--- src/rtl/route_request_sequencer_if.sv ---
// Panel/interlock-facing bundle of the route request sequencer: request, cancel,
// release and permit inputs, plus route-active, locked and event-report outputs.
interface route_request_sequencer_if #(
  parameter int N_ROUTES = 8,
  parameter int ID_W     = 3
);
  logic [N_ROUTES-1:0] i_req;
  logic [N_ROUTES-1:0] i_cancel;
  logic [N_ROUTES-1:0] i_release;
  logic [N_ROUTES-1:0] i_permit;
  logic [N_ROUTES-1:0] o_route_set;
  logic [N_ROUTES-1:0] o_locked;
  logic                o_busy;
  logic                o_granted;
  logic                o_rejected;
  logic [ID_W-1:0]     o_event_id;

  modport master (
    output i_req, i_cancel, i_release, i_permit,
    input  o_route_set, o_locked, o_busy, o_granted, o_rejected, o_event_id
  );

  modport slave (
    input  i_req, i_cancel, i_release, i_permit,
    output o_route_set, o_locked, o_busy, o_granted, o_rejected, o_event_id
  );
endinterface

--- src/rtl/route_request_sequencer.sv ---
// Queues route set requests, presents one candidate at a time to the interlock network,
// and locks it only after its permit has held for CONFIRM_CYCLES consecutive cycles.
module route_request_sequencer #(
  parameter int N_ROUTES       = 8,
  parameter int CONFIRM_CYCLES = 3,
  parameter int ID_W           = 3
) (
  input  logic                     i_clk,
  input  logic                     i_rst_n,
  route_request_sequencer_if.slave bus
);
  localparam int              CNT_W    = $clog2(CONFIRM_CYCLES + 1);
  localparam int              SUM_W    = ID_W + 1;
  localparam logic [CNT_W-1:0] CNT_LAST = CNT_W'(CONFIRM_CYCLES - 1);
  localparam logic [ID_W-1:0]  ID_LAST  = ID_W'(N_ROUTES - 1);

  typedef enum logic [1:0] {
    ST_IDLE    = 2'd0,
    ST_PROBE   = 2'd1,
    ST_CONFIRM = 2'd2
  } state_t;

  function automatic logic [N_ROUTES-1:0] onehot(input logic [ID_W-1:0] idx);
    logic [N_ROUTES-1:0] v;
    v      = {N_ROUTES{1'b0}};
    v[idx] = 1'b1;
    return v;
  endfunction

  function automatic logic [ID_W-1:0] next_id(input logic [ID_W-1:0] idx);
    logic [ID_W-1:0] r;
    if (idx == ID_LAST) r = {ID_W{1'b0}};
    else                r = idx + ID_W'(1);
    return r;
  endfunction

  state_t              state_r, state_nxt_s;
  logic [N_ROUTES-1:0] pending_r, locked_r, tentative_r, route_set_r;
  logic [N_ROUTES-1:0] pending_nxt_s, locked_nxt_s, tentative_nxt_s;
  logic [N_ROUTES-1:0] pool_s, cand_mask_s;
  logic [ID_W-1:0]     cand_r, ptr_r, event_id_r, pick_s;
  logic [CNT_W-1:0]    cnt_r, cnt_nxt_s;
  logic                granted_r, rejected_r, busy_r;
  logic                found_s, cand_cancel_s, cand_permit_s, cnt_done_s;
  logic                start_s, grant_s, reject_s, abort_s, retire_s;

  // A request cancelled on the same cycle it would be picked is never probed.
  assign pool_s        = pending_r & ~bus.i_cancel;
  assign cand_cancel_s = bus.i_cancel[cand_r];
  assign cand_permit_s = bus.i_permit[cand_r];
  assign cnt_done_s    = (cnt_r == CNT_LAST);
  assign cand_mask_s   = onehot(cand_r);
  assign retire_s      = grant_s | reject_s | abort_s;

  // Round-robin pick: first pending route at or above the pointer, wrapping.
  always_comb begin
    logic [SUM_W-1:0] sum_v;
    found_s = 1'b0;
    pick_s  = ptr_r;
    sum_v   = {SUM_W{1'b0}};
    for (int i = 0; i < N_ROUTES; i++) begin
      sum_v = {1'b0, ptr_r} + SUM_W'(i);
      if (sum_v >= SUM_W'(N_ROUTES)) sum_v = sum_v - SUM_W'(N_ROUTES);
      else                           sum_v = sum_v;
      if (!found_s && pool_s[sum_v[ID_W-1:0]]) begin
        found_s = 1'b1;
        pick_s  = sum_v[ID_W-1:0];
      end else begin
        found_s = found_s;
      end
    end
  end

  // FSM state register.
  always_ff @(posedge i_clk or negedge i_rst_n) begin
    if (!i_rst_n) state_r <= ST_IDLE;
    else          state_r <= state_nxt_s;
  end

  // FSM next-state logic; cancel of the candidate outranks permit and count.
  always_comb begin
    state_nxt_s = state_r;
    case (state_r)
      ST_IDLE: begin
        if (found_s) state_nxt_s = ST_PROBE;
        else         state_nxt_s = ST_IDLE;
      end
      ST_PROBE: begin
        if (cand_cancel_s) state_nxt_s = ST_IDLE;
        else               state_nxt_s = ST_CONFIRM;
      end
      ST_CONFIRM: begin
        if (cand_cancel_s || !cand_permit_s || cnt_done_s) state_nxt_s = ST_IDLE;
        else                                               state_nxt_s = ST_CONFIRM;
      end
      default: state_nxt_s = ST_IDLE;
    endcase
  end

  // FSM outputs: start/grant/reject/abort events and the confirm counter.
  always_comb begin
    start_s   = 1'b0;
    grant_s   = 1'b0;
    reject_s  = 1'b0;
    abort_s   = 1'b0;
    cnt_nxt_s = cnt_r;
    case (state_r)
      ST_IDLE: start_s = found_s;
      ST_PROBE: begin
        cnt_nxt_s = {CNT_W{1'b0}};
        abort_s   = cand_cancel_s;
      end
      ST_CONFIRM: begin
        if (cand_cancel_s)       abort_s   = 1'b1;
        else if (!cand_permit_s) reject_s  = 1'b1;
        else if (cnt_done_s)     grant_s   = 1'b1;
        else                     cnt_nxt_s = cnt_r + CNT_W'(1);
      end
      default: cnt_nxt_s = {CNT_W{1'b0}};
    endcase
  end

  // Next values of the route bit-vectors.
  always_comb begin
    pending_nxt_s = ((pending_r | (bus.i_req & ~locked_r)) & ~bus.i_cancel)
                  & ~(retire_s ? cand_mask_s : {N_ROUTES{1'b0}});
    locked_nxt_s  = (locked_r & ~bus.i_release) | (grant_s ? cand_mask_s : {N_ROUTES{1'b0}});
    if (start_s)       tentative_nxt_s = onehot(pick_s);
    else if (retire_s) tentative_nxt_s = {N_ROUTES{1'b0}};
    else               tentative_nxt_s = tentative_r;
  end

  // Datapath registers and registered outputs.
  always_ff @(posedge i_clk or negedge i_rst_n) begin
    if (!i_rst_n) begin
      pending_r   <= {N_ROUTES{1'b0}};
      locked_r    <= {N_ROUTES{1'b0}};
      tentative_r <= {N_ROUTES{1'b0}};
      route_set_r <= {N_ROUTES{1'b0}};
      cand_r      <= {ID_W{1'b0}};
      ptr_r       <= {ID_W{1'b0}};
      event_id_r  <= {ID_W{1'b0}};
      cnt_r       <= {CNT_W{1'b0}};
      granted_r   <= 1'b0;
      rejected_r  <= 1'b0;
      busy_r      <= 1'b0;
    end else begin
      pending_r   <= pending_nxt_s;
      locked_r    <= locked_nxt_s;
      tentative_r <= tentative_nxt_s;
      route_set_r <= locked_nxt_s | tentative_nxt_s;
      cand_r      <= start_s ? pick_s : cand_r;
      ptr_r       <= retire_s ? next_id(cand_r) : ptr_r;
      event_id_r  <= (grant_s | reject_s) ? cand_r : event_id_r;
      cnt_r       <= cnt_nxt_s;
      granted_r   <= grant_s;
      rejected_r  <= reject_s;
      busy_r      <= (state_nxt_s != ST_IDLE);
    end
  end

  assign bus.o_route_set = route_set_r;
  assign bus.o_locked    = locked_r;
  assign bus.o_busy      = busy_r;
  assign bus.o_granted   = granted_r;
  assign bus.o_rejected  = rejected_r;
  assign bus.o_event_id  = event_id_r;
endmodule
--- src/flat_wrapper.sv ---
// flat-port wrapper written by rule: the top's interface ports become plain ports
module route_request_sequencer_flat 
#(
  parameter int N_ROUTES       = 8,
  parameter int CONFIRM_CYCLES = 3,
  parameter int ID_W           = 3
)
  (i_clk, i_rst_n, bus_i_req, bus_i_cancel, bus_i_release, bus_i_permit, bus_o_route_set, bus_o_locked, bus_o_busy, bus_o_granted, bus_o_rejected, bus_o_event_id);
  route_request_sequencer_if #(.N_ROUTES(N_ROUTES), .ID_W(ID_W)) bus_i ();
  input  logic i_clk;
  input  logic i_rst_n;
  input wire logic [$bits(bus_i.i_req)-1:0] bus_i_req;
  input wire logic [$bits(bus_i.i_cancel)-1:0] bus_i_cancel;
  input wire logic [$bits(bus_i.i_release)-1:0] bus_i_release;
  input wire logic [$bits(bus_i.i_permit)-1:0] bus_i_permit;
  output wire logic [$bits(bus_i.o_route_set)-1:0] bus_o_route_set;
  output wire logic [$bits(bus_i.o_locked)-1:0] bus_o_locked;
  output wire logic [$bits(bus_i.o_busy)-1:0] bus_o_busy;
  output wire logic [$bits(bus_i.o_granted)-1:0] bus_o_granted;
  output wire logic [$bits(bus_i.o_rejected)-1:0] bus_o_rejected;
  output wire logic [$bits(bus_i.o_event_id)-1:0] bus_o_event_id;
  assign bus_i.i_req = bus_i_req;
  assign bus_i.i_cancel = bus_i_cancel;
  assign bus_i.i_release = bus_i_release;
  assign bus_i.i_permit = bus_i_permit;
  assign bus_o_route_set = bus_i.o_route_set;
  assign bus_o_locked = bus_i.o_locked;
  assign bus_o_busy = bus_i.o_busy;
  assign bus_o_granted = bus_i.o_granted;
  assign bus_o_rejected = bus_i.o_rejected;
  assign bus_o_event_id = bus_i.o_event_id;
  route_request_sequencer #(.N_ROUTES(N_ROUTES), .CONFIRM_CYCLES(CONFIRM_CYCLES), .ID_W(ID_W)) u_core (.i_clk(i_clk), .i_rst_n(i_rst_n), .bus(bus_i));
endmodule
--- config.mk ---
export PLATFORM = sky130hd
export DESIGN_NAME = route_request_sequencer_flat
export DESIGN_NICKNAME = d
export VERILOG_FILES = /design/src/rtl/route_request_sequencer_if.sv /design/src/rtl/route_request_sequencer.sv /design/src/flat_wrapper.sv
export SDC_FILE = /design/constraint.sdc
export NUM_CORES = 1
export LEC_CHECK = 0
export CAP_MARGIN = 15
export CORE_UTILIZATION = 45
export DETAILED_ROUTE_END_ITERATION = 8
export HOLD_SLACK_MARGIN = 0.12
export PLACE_DENSITY = 0.82
export SYNTH_ARGS = -nofsm -noshare
export SYNTH_HDL_FRONTEND = slang
export SYNTH_SLANG_ARGS = --single-unit
--- constraint.sdc ---
create_clock -name i_clk -period 3.1 [get_ports i_clk]
set_input_delay 0.93 -clock i_clk [delete_from_list [all_inputs] [get_ports i_clk]]
set_output_delay 0.93 -clock i_clk [all_outputs]
set_load 0.03 [all_outputs]
== Yosys cells after proc, flatten, opt, wreduce, memory -nomap -nowiden ==
Index checks and enable logic that the tools add are counted.
Widths: inputs -> output; s select.
Word-level totals
  bits of input ports: 34
  register bits after elaboration: 48
  logic and storage cells: 164
  output and inout bits: 22
Cells by class
  reduce and logical (&&, ||, !) cells: 22
  mux-type cells: 71
  equal/unequal tests: 7
  order comparisons: 20
  add/sub/neg operators: 17
  bitwise logic cells: 15
Operators with widths (number)
  $mux 3: 17
  $and 8x8->8: 5
  $lt 3x4->1 const B: 10
  $mux 8: 4
  $not 8->8: 4
  $bmux 1 s3: 10
  $mux 1: 30
  $ge 4x4->1 const B: 7
  $or 8x8->8: 3
  $sub 3x1->3 const B: 8
  $add 3x3->4 const B: 4
  $mux 2: 5
  $logic_and 1x1->1: 9
  $add 3x2->4 const B: 2
  $logic_not 1->1: 8
  $demux 1 s3: 2
  $ge 3x1->1 const B: 2
  $pmux 2 s3: 1
  $add 3x1->4 const B: 1
  $eq 2x2->1 const B: 2
  $ge 3x4->1 const B: 1
  $ne 2x2->1 const B: 2
  $pmux 2 s2: 1
  $reduce_and 4->1: 1
  11 further kinds: 13

== Depth between registers and ports, before layout ==
Gate-level depths: netlist of run 1.
  depth after elaboration: 32
  mapped depth: 13
  mapped depth without buffers: 10

== Worst setup path before layout of run 1 ==
OpenSTA, ideal clock, no wires.
  kind: input port to flip-flop
  start point: input bus_i_cancel[0]
  end point: register u_core.route_set_r[1] (netlist: u_core.bus.o_route_set[1])
  slack: -0.167 ns
  data required time: 2.969 ns
  path buffers: 1
  library setup time: 0.131 ns
  arrival: 3.136 ns
  stages: 9
  cell sequence: and3b_2 -> or2_0 -> mux4_2 -> or3_1 -> buf_6 -> o311ai_0 -> mux2i_1 -> nand3_1 -> o21ai_0
Between the ends
  longest elaborated chain between the ends: 32
  elaborated cells between the ends (all ways): 69
  those cells by class: 2 x order compare; 46 x mux; 6 x bitwise; 15 x reduce/logical
Ends and longest elaborated chain
  start: declaration: RTL line flat_wrapper.sv:13  | input wire logic [$bits(bus_i.i_cancel)-1:0] bus_i_cancel;
  $not 8->8: RTL line route_request_sequencer.sv:48  | assign pool_s = pending_r & ~bus.i_cancel;
  $and 8x8->8: RTL line route_request_sequencer.sv:48
  $bmux 1 s3: RTL line route_request_sequencer.sv:65  | if (!found_s && pool_s[sum_v[ID_W-1:0]]) begin
  $mux 1 (implied by the code): RTL line route_request_sequencer.sv:65
  $mux 1: RTL line route_request_sequencer.sv:65
  $logic_not 1->1: RTL line route_request_sequencer.sv:65
  $logic_and 1x1->1: RTL line route_request_sequencer.sv:65
  $mux 1: RTL line route_request_sequencer.sv:65
  (+16 left out)
  $logic_and 1x1->1: RTL line route_request_sequencer.sv:65
  $mux 3: RTL line route_request_sequencer.sv:65
  $lt 3x4->1 (implied by the code) / $ge 3x1->1 (equally long branches): RTL line route_request_sequencer.sv:26  | v[idx] = 1'b1;
  $logic_and 1x1->1 (implied by the code): RTL line route_request_sequencer.sv:26
  $mux 1 (implied by the code): RTL line route_request_sequencer.sv:26
  $demux 1 s3
  $mux 8: RTL line route_request_sequencer.sv:128  | if (start_s) tentative_nxt_s = onehot(pick_s);
  $or 8x8->8 *: RTL line route_request_sequencer.sv:151  | route_set_r <= locked_nxt_s | tentative_nxt_s;
  end signal: assignment: RTL line route_request_sequencer.sv:139  | route_set_r <= {N_ROUTES{1'b0}};
  end signal: assignment: RTL line route_request_sequencer.sv:151
  end: declaration: RTL line route_request_sequencer.sv:38  | logic [N_ROUTES-1:0] pending_r, locked_r, tentative_r, route_set_r;
Every way passes the cells marked *; elsewhere a longest branch is shown, timed or not. The select of a mux whose other input is x is not followed.
A chain may end at the register's enable or synchronous reset.

== Final worst setup path of run 1 ==
  start point: input bus_i_cancel[6]
  end point: register u_core.tentative_r[6]
Between the ends
  longest elaborated chain between the ends: 31
  elaborated cells between the ends (all ways): 66
  those cells by class: 2 x order compare; 45 x mux; 4 x bitwise; 15 x reduce/logical
Ends and longest elaborated chain
  $not 8->8: RTL line route_request_sequencer.sv:48
  $and 8x8->8: RTL line route_request_sequencer.sv:48
  $bmux 1 s3: RTL line route_request_sequencer.sv:65
  $mux 1 (implied by the code): RTL line route_request_sequencer.sv:65
  $mux 1: RTL line route_request_sequencer.sv:65
  $logic_not 1->1: RTL line route_request_sequencer.sv:65
  $logic_and 1x1->1: RTL line route_request_sequencer.sv:65
  $mux 1: RTL line route_request_sequencer.sv:65
  (+16 left out)
  $logic_and 1x1->1: RTL line route_request_sequencer.sv:65
  $mux 3: RTL line route_request_sequencer.sv:65
  $lt 3x4->1 (implied by the code) / $ge 3x1->1 (equally long branches): RTL line route_request_sequencer.sv:26
  $logic_and 1x1->1 (implied by the code): RTL line route_request_sequencer.sv:26
  $mux 1 (implied by the code): RTL line route_request_sequencer.sv:26
  $demux 1 s3
  $mux 8 *: RTL line route_request_sequencer.sv:128
  via u_core.tentative_nxt_s[6]: RTL line route_request_sequencer.sv:39  | logic [N_ROUTES-1:0] pending_nxt_s, locked_nxt_s, tentative_nxt_s;
  end signal: assignment: RTL line route_request_sequencer.sv:138  | tentative_r <= {N_ROUTES{1'b0}};
  end signal: assignment: RTL line route_request_sequencer.sv:150  | tentative_r <= tentative_nxt_s;
  end: declaration: RTL line route_request_sequencer.sv:38
Mark *: on every way through the listed nets, which the timed path passes. The rest lies on a longest branch. The select of a mux whose other input is x is not followed.

==> results.sh, run 1 <==
export IMPL_design_core_area_um2=6830
export IMPL_drive_gt1_frac=0.468
export IMPL_drv_slew=0
export IMPL_hold_violations=0
export IMPL_cts_tree="built"
export IMPL_ys_types=62
export IMPL_synth_seq_area_share=0.377
export IMPL_io_buffer_count=55
export IMPL_required_ns=3.29
export IMPL_ys_flop_type="dfrtp_1"
export IMPL_cp_endpoint="u_core.tentative_r[6]"
export IMPL_clockPowerShare=0.067
export IMPL_violations="negative setup slack"
export IMPL_antenna_found_initial=0
export IMPL_rsz0062_at_grt="true"
export IMPL_grt_overflow=0
export IMPL_floorplan_initialDensity=0.466
export IMPL_dieArea_um2=7410
export IMPL_yosys_top_cells_area="dfrtp_1 38%, mux4_2 8.5%, o21ai_0 3.6%, ha_1 3.5%, a21oi_1 3.1%"
export IMPL_critical_path_class="in2reg"
export IMPL_viasPerCell=6.50
export IMPL_worstReg2RegStart="u_core.ptr_r[0]"
export IMPL_r2r_slack_ns=0.03
export IMPL_fmax_ghz=0.306
export IMPL_r2r_end="u_core.tentative_r[6]"
export IMPL_end_kind="register"
export IMPL_ys_warn_count=0
export IMPL_finalClockSkew_ns=0.00971
export IMPL_pwr_share_comb=0.796
export IMPL_htree_levels=2
export IMPL_synth_nets=364
export IMPL_met2_usage=0.544
export IMPL_synth_common_cells="48 x dfrtp_1, 26 x nand2_1, 23 x o21ai_0"
export IMPL_cts_buffer_depth=2
export IMPL_hpwl_um=7660
export IMPL_io_pins=56
export IMPL_use_met3=0.0568
export IMPL_seqPwrFrac=0.137
export IMPL_switchingPower_uw=3390
export IMPL_grtUsageMet1=0.394
export IMPL_die_h_um=86.1
export IMPL_path_clk_slew_ns=0.09
export IMPL_track_usage=0.322
export IMPL_placed_cells=529
export IMPL_grt_max_degree=27
export IMPL_grt_pass1_wl_um=18100
export IMPL_path_buf_inv=5
export IMPL_firstDrtPassIters=5
export IMPL_critPathLaunch="bus_i_cancel[6]"
export IMPL_final_util=0.744
export IMPL_critical_path_slowest_cell="mux4_2"
export IMPL_setup_viol=23
export IMPL_fin_setup_tns_ns=-2.47
export IMPL_outcome="finished with violations"
export IMPL_drtIter0Drc=332
export IMPL_hold_path_class="reg2reg"
export IMPL_p_leak_uw=0.00212
export IMPL_async_flop_share=1.00
export IMPL_r2r_cells=12
export IMPL_critPathMostFrequentCell="buf_6"
export IMPL_ys_ff_latch=48
export IMPL_power_density_nw_per_um2=1360
export IMPL_layoutNonFillerInstCount=553
export IMPL_root_buffer="clkbuf_8"
export IMPL_synth_area_um2=3180
export IMPL_placed_area_um2=4290
export IMPL_finalPower_uw=6920
export IMPL_synth_top_cell_by_area="dfrtp_1"
export IMPL_cp_cell_sequence="buf_6, buf_6, nor3b_2, buf_4, nor4_4, mux4_2, buf_6, nand4_1, o311ai_2, o31ai_2, and3_4, buf_6, o21ai_1"
export IMPL_syn2layout_area_growth_pct=59.7
export IMPL_cp_arrival_ns=3.46
export IMPL_cts_buffers=5
export IMPL_path_delay_family="simple AND/OR/NAND/NOR gates"
export IMPL_chipWidth_um=86.1
export IMPL_min_period_ns=3.26
export IMPL_final_period_utilization=1.05
export IMPL_syn_area_per_cell_um2=9.92
export IMPL_grt_busiest_layer="met2"
export IMPL_hold_buffers=0
export IMPL_swShare=0.489
export IMPL_ir_drop_mv=0.649
export IMPL_cts_sinks=48
export IMPL_slew_headroom=0.522
export IMPL_final_cell_area_um2=5080
export IMPL_internal_power_uw=3540
export IMPL_maxCapViolCount=0
export IMPL_antenna_cells=0
export IMPL_synth_edf_count=0
export IMPL_drc=0
export IMPL_vias=3596
export IMPL_final_nets=499
export IMPL_critPathMaxStageDelay_ns=0.52
export IMPL_cp_depth=13
export IMPL_syn_instance_count=321
export IMPL_grt_pass1_vias=3562
export IMPL_core_rowCount=30
export IMPL_synth_top_area_frac=0.377
export IMPL_yosys_cell_count_top_type="dfrtp_1"
export IMPL_clkLatencyLatePin_ns=0.30
export IMPL_worst_path_max_fanout=5
export IMPL_start_kind="input port"
export IMPL_antenna_left=0
export IMPL_gp_congestion=0.925
export IMPL_drt_wl_total_um=13100
export IMPL_wl_per_cell_um=23.6
export IMPL_tightest_slew_ns=0.718
export IMPL_layout_setup_ws_ns=-0.164
-- logic make-up (layout without fill, tap and decap cells) --
family,after synthesis,in the layout,synth area share
AO/OA/AOI/OAI,101,101,0.207
adder cells (fa/ha/maj),9,9,0.0354
AND/OR/NAND/NOR,104,104,0.179
XOR/XNOR,2,2,0.00550
multiplexers,27,27,0.145
flip-flops,48,48,0.377
buffers and inverters,30,166,0.0503
-- final cells by class --
class,count,area [um2]
clock buffers,5,68.8
clock inverters,3,47.5
fillers,409,1750
inverters,17,66.3
multi-input cells,243,2330
flip-flops and latches,48,1200
well taps,96,120
repair buffers,141,1250
-- worst min path at each step --
stage	start	to	slack, ns	depth (start not counted)
2_1_floorplan	u_core.tentative_r[0]	u_core.tentative_r[0]	0.45	2
3_3_place_gp	u_core.tentative_r[0]	u_core.tentative_r[0]	0.47	2
3_5_place_dp	u_core.tentative_r[1]	u_core.tentative_r[1]	0.48	2
4_1_cts	u_core.tentative_r[0]	u_core.bus.o_route_set[0]	0.52	2
5_1_grt	u_core.tentative_r[4]	u_core.bus.o_route_set[4]	0.53	2
6_report	u_core.bus.o_event_id[0]	u_core.bus.o_event_id[0]	0.53	1
-- power groups by stage --
stage	clock, uW	combinational, uW	sequential [uW]
2_1_floorplan	0	2250	949
3_3_place_gp	0	3460	915
3_5_place_dp	0	3570	925
4_1_cts	460	4680	924
5_1_grt	490	5750	955
6_report	467	5510	948
-- metrics by stage --
step / hold WS (ns) / setup WS [ns]
floorplan: 0.448 / -0.0926
global placement: 0.467 / -0.813
detailed placement: 0.480 / -0.945
CTS: 0.524 / 0.00327
global route: 0.534 / -0.233
finish: 0.526 / -0.164
-- flip-flops by register name, indices dropped and copies added (netlist names) --
register and count:
u_core.bus.o_event_id 3, u_core.tentative_r 8, u_core.cnt_r 2, u_core.state_r 2, u_core.bus.o_busy 1, u_core.pending_r 8, u_core.ptr_r 3, u_core.bus.o_locked 8
u_core.bus.o_granted 1, u_core.bus.o_route_set 8, u_core.cand_r 3, u_core.bus.o_rejected 1
-- layer usage --
metal | routed length [um] | vias to the layer above
met4 | 886 | 0
li1 | - | 1501
met1 | 4740 | 1708
met3 | 1180 | 86
met5 | 0 | -
met2 | 6260 | 301
-- timing repair --
action	CTS	global route
pin swaps	20	27
buffers inserted	13	2
gates cloned	1	1
endpoints found under the setup margin	43	25
gates resized for setup	95	70
-- cell usage in the layout (no fill, tap or decap), drive strengths merged, types with 2 or more instances in the layout --
master / Yosys / final
a211oi: 10 / 10
a21o: 2 / 2
a21oi: 20 / 20
a311oi: 3 / 3
a31oi: 2 / 2
a32oi: 3 / 3
and2: 3 / 3
and3b: 5 / 5
buf: 6 / 90
clkbuf: 7 / 10
clkdlybuf4s50: 0 / 46
clkinv: 3 / 5
dfrtp: 48 / 48
ha: 9 / 9
inv: 14 / 14
mux2: 5 / 5
mux2i: 8 / 8
mux4: 14 / 14
nand2: 26 / 26
nand2b: 6 / 6
nand3: 8 / 8
nand3b: 3 / 3
nand4: 2 / 2
nor2: 16 / 16
nor2b: 6 / 6
nor3: 6 / 6
nor3b: 8 / 8
nor4: 4 / 4
o211ai: 4 / 4
o21a: 3 / 3
o21ai: 34 / 34
o22ai: 6 / 6
o311ai: 3 / 3
o31ai: 2 / 2
o32ai: 3 / 3
or2: 7 / 7
or3: 2 / 2
Note: power is estimated with default switching activity, not from simulation.
==> run 2: changes to the inputs <==
- CTS_BUF_LIST: unset -> sky130_fd_sc_hd__clkbuf_4 sky130_fd_sc_hd__clkbuf_8
==> results of run 2 <==
No change in the layout: final DEF, timing and power equal those of run 1.
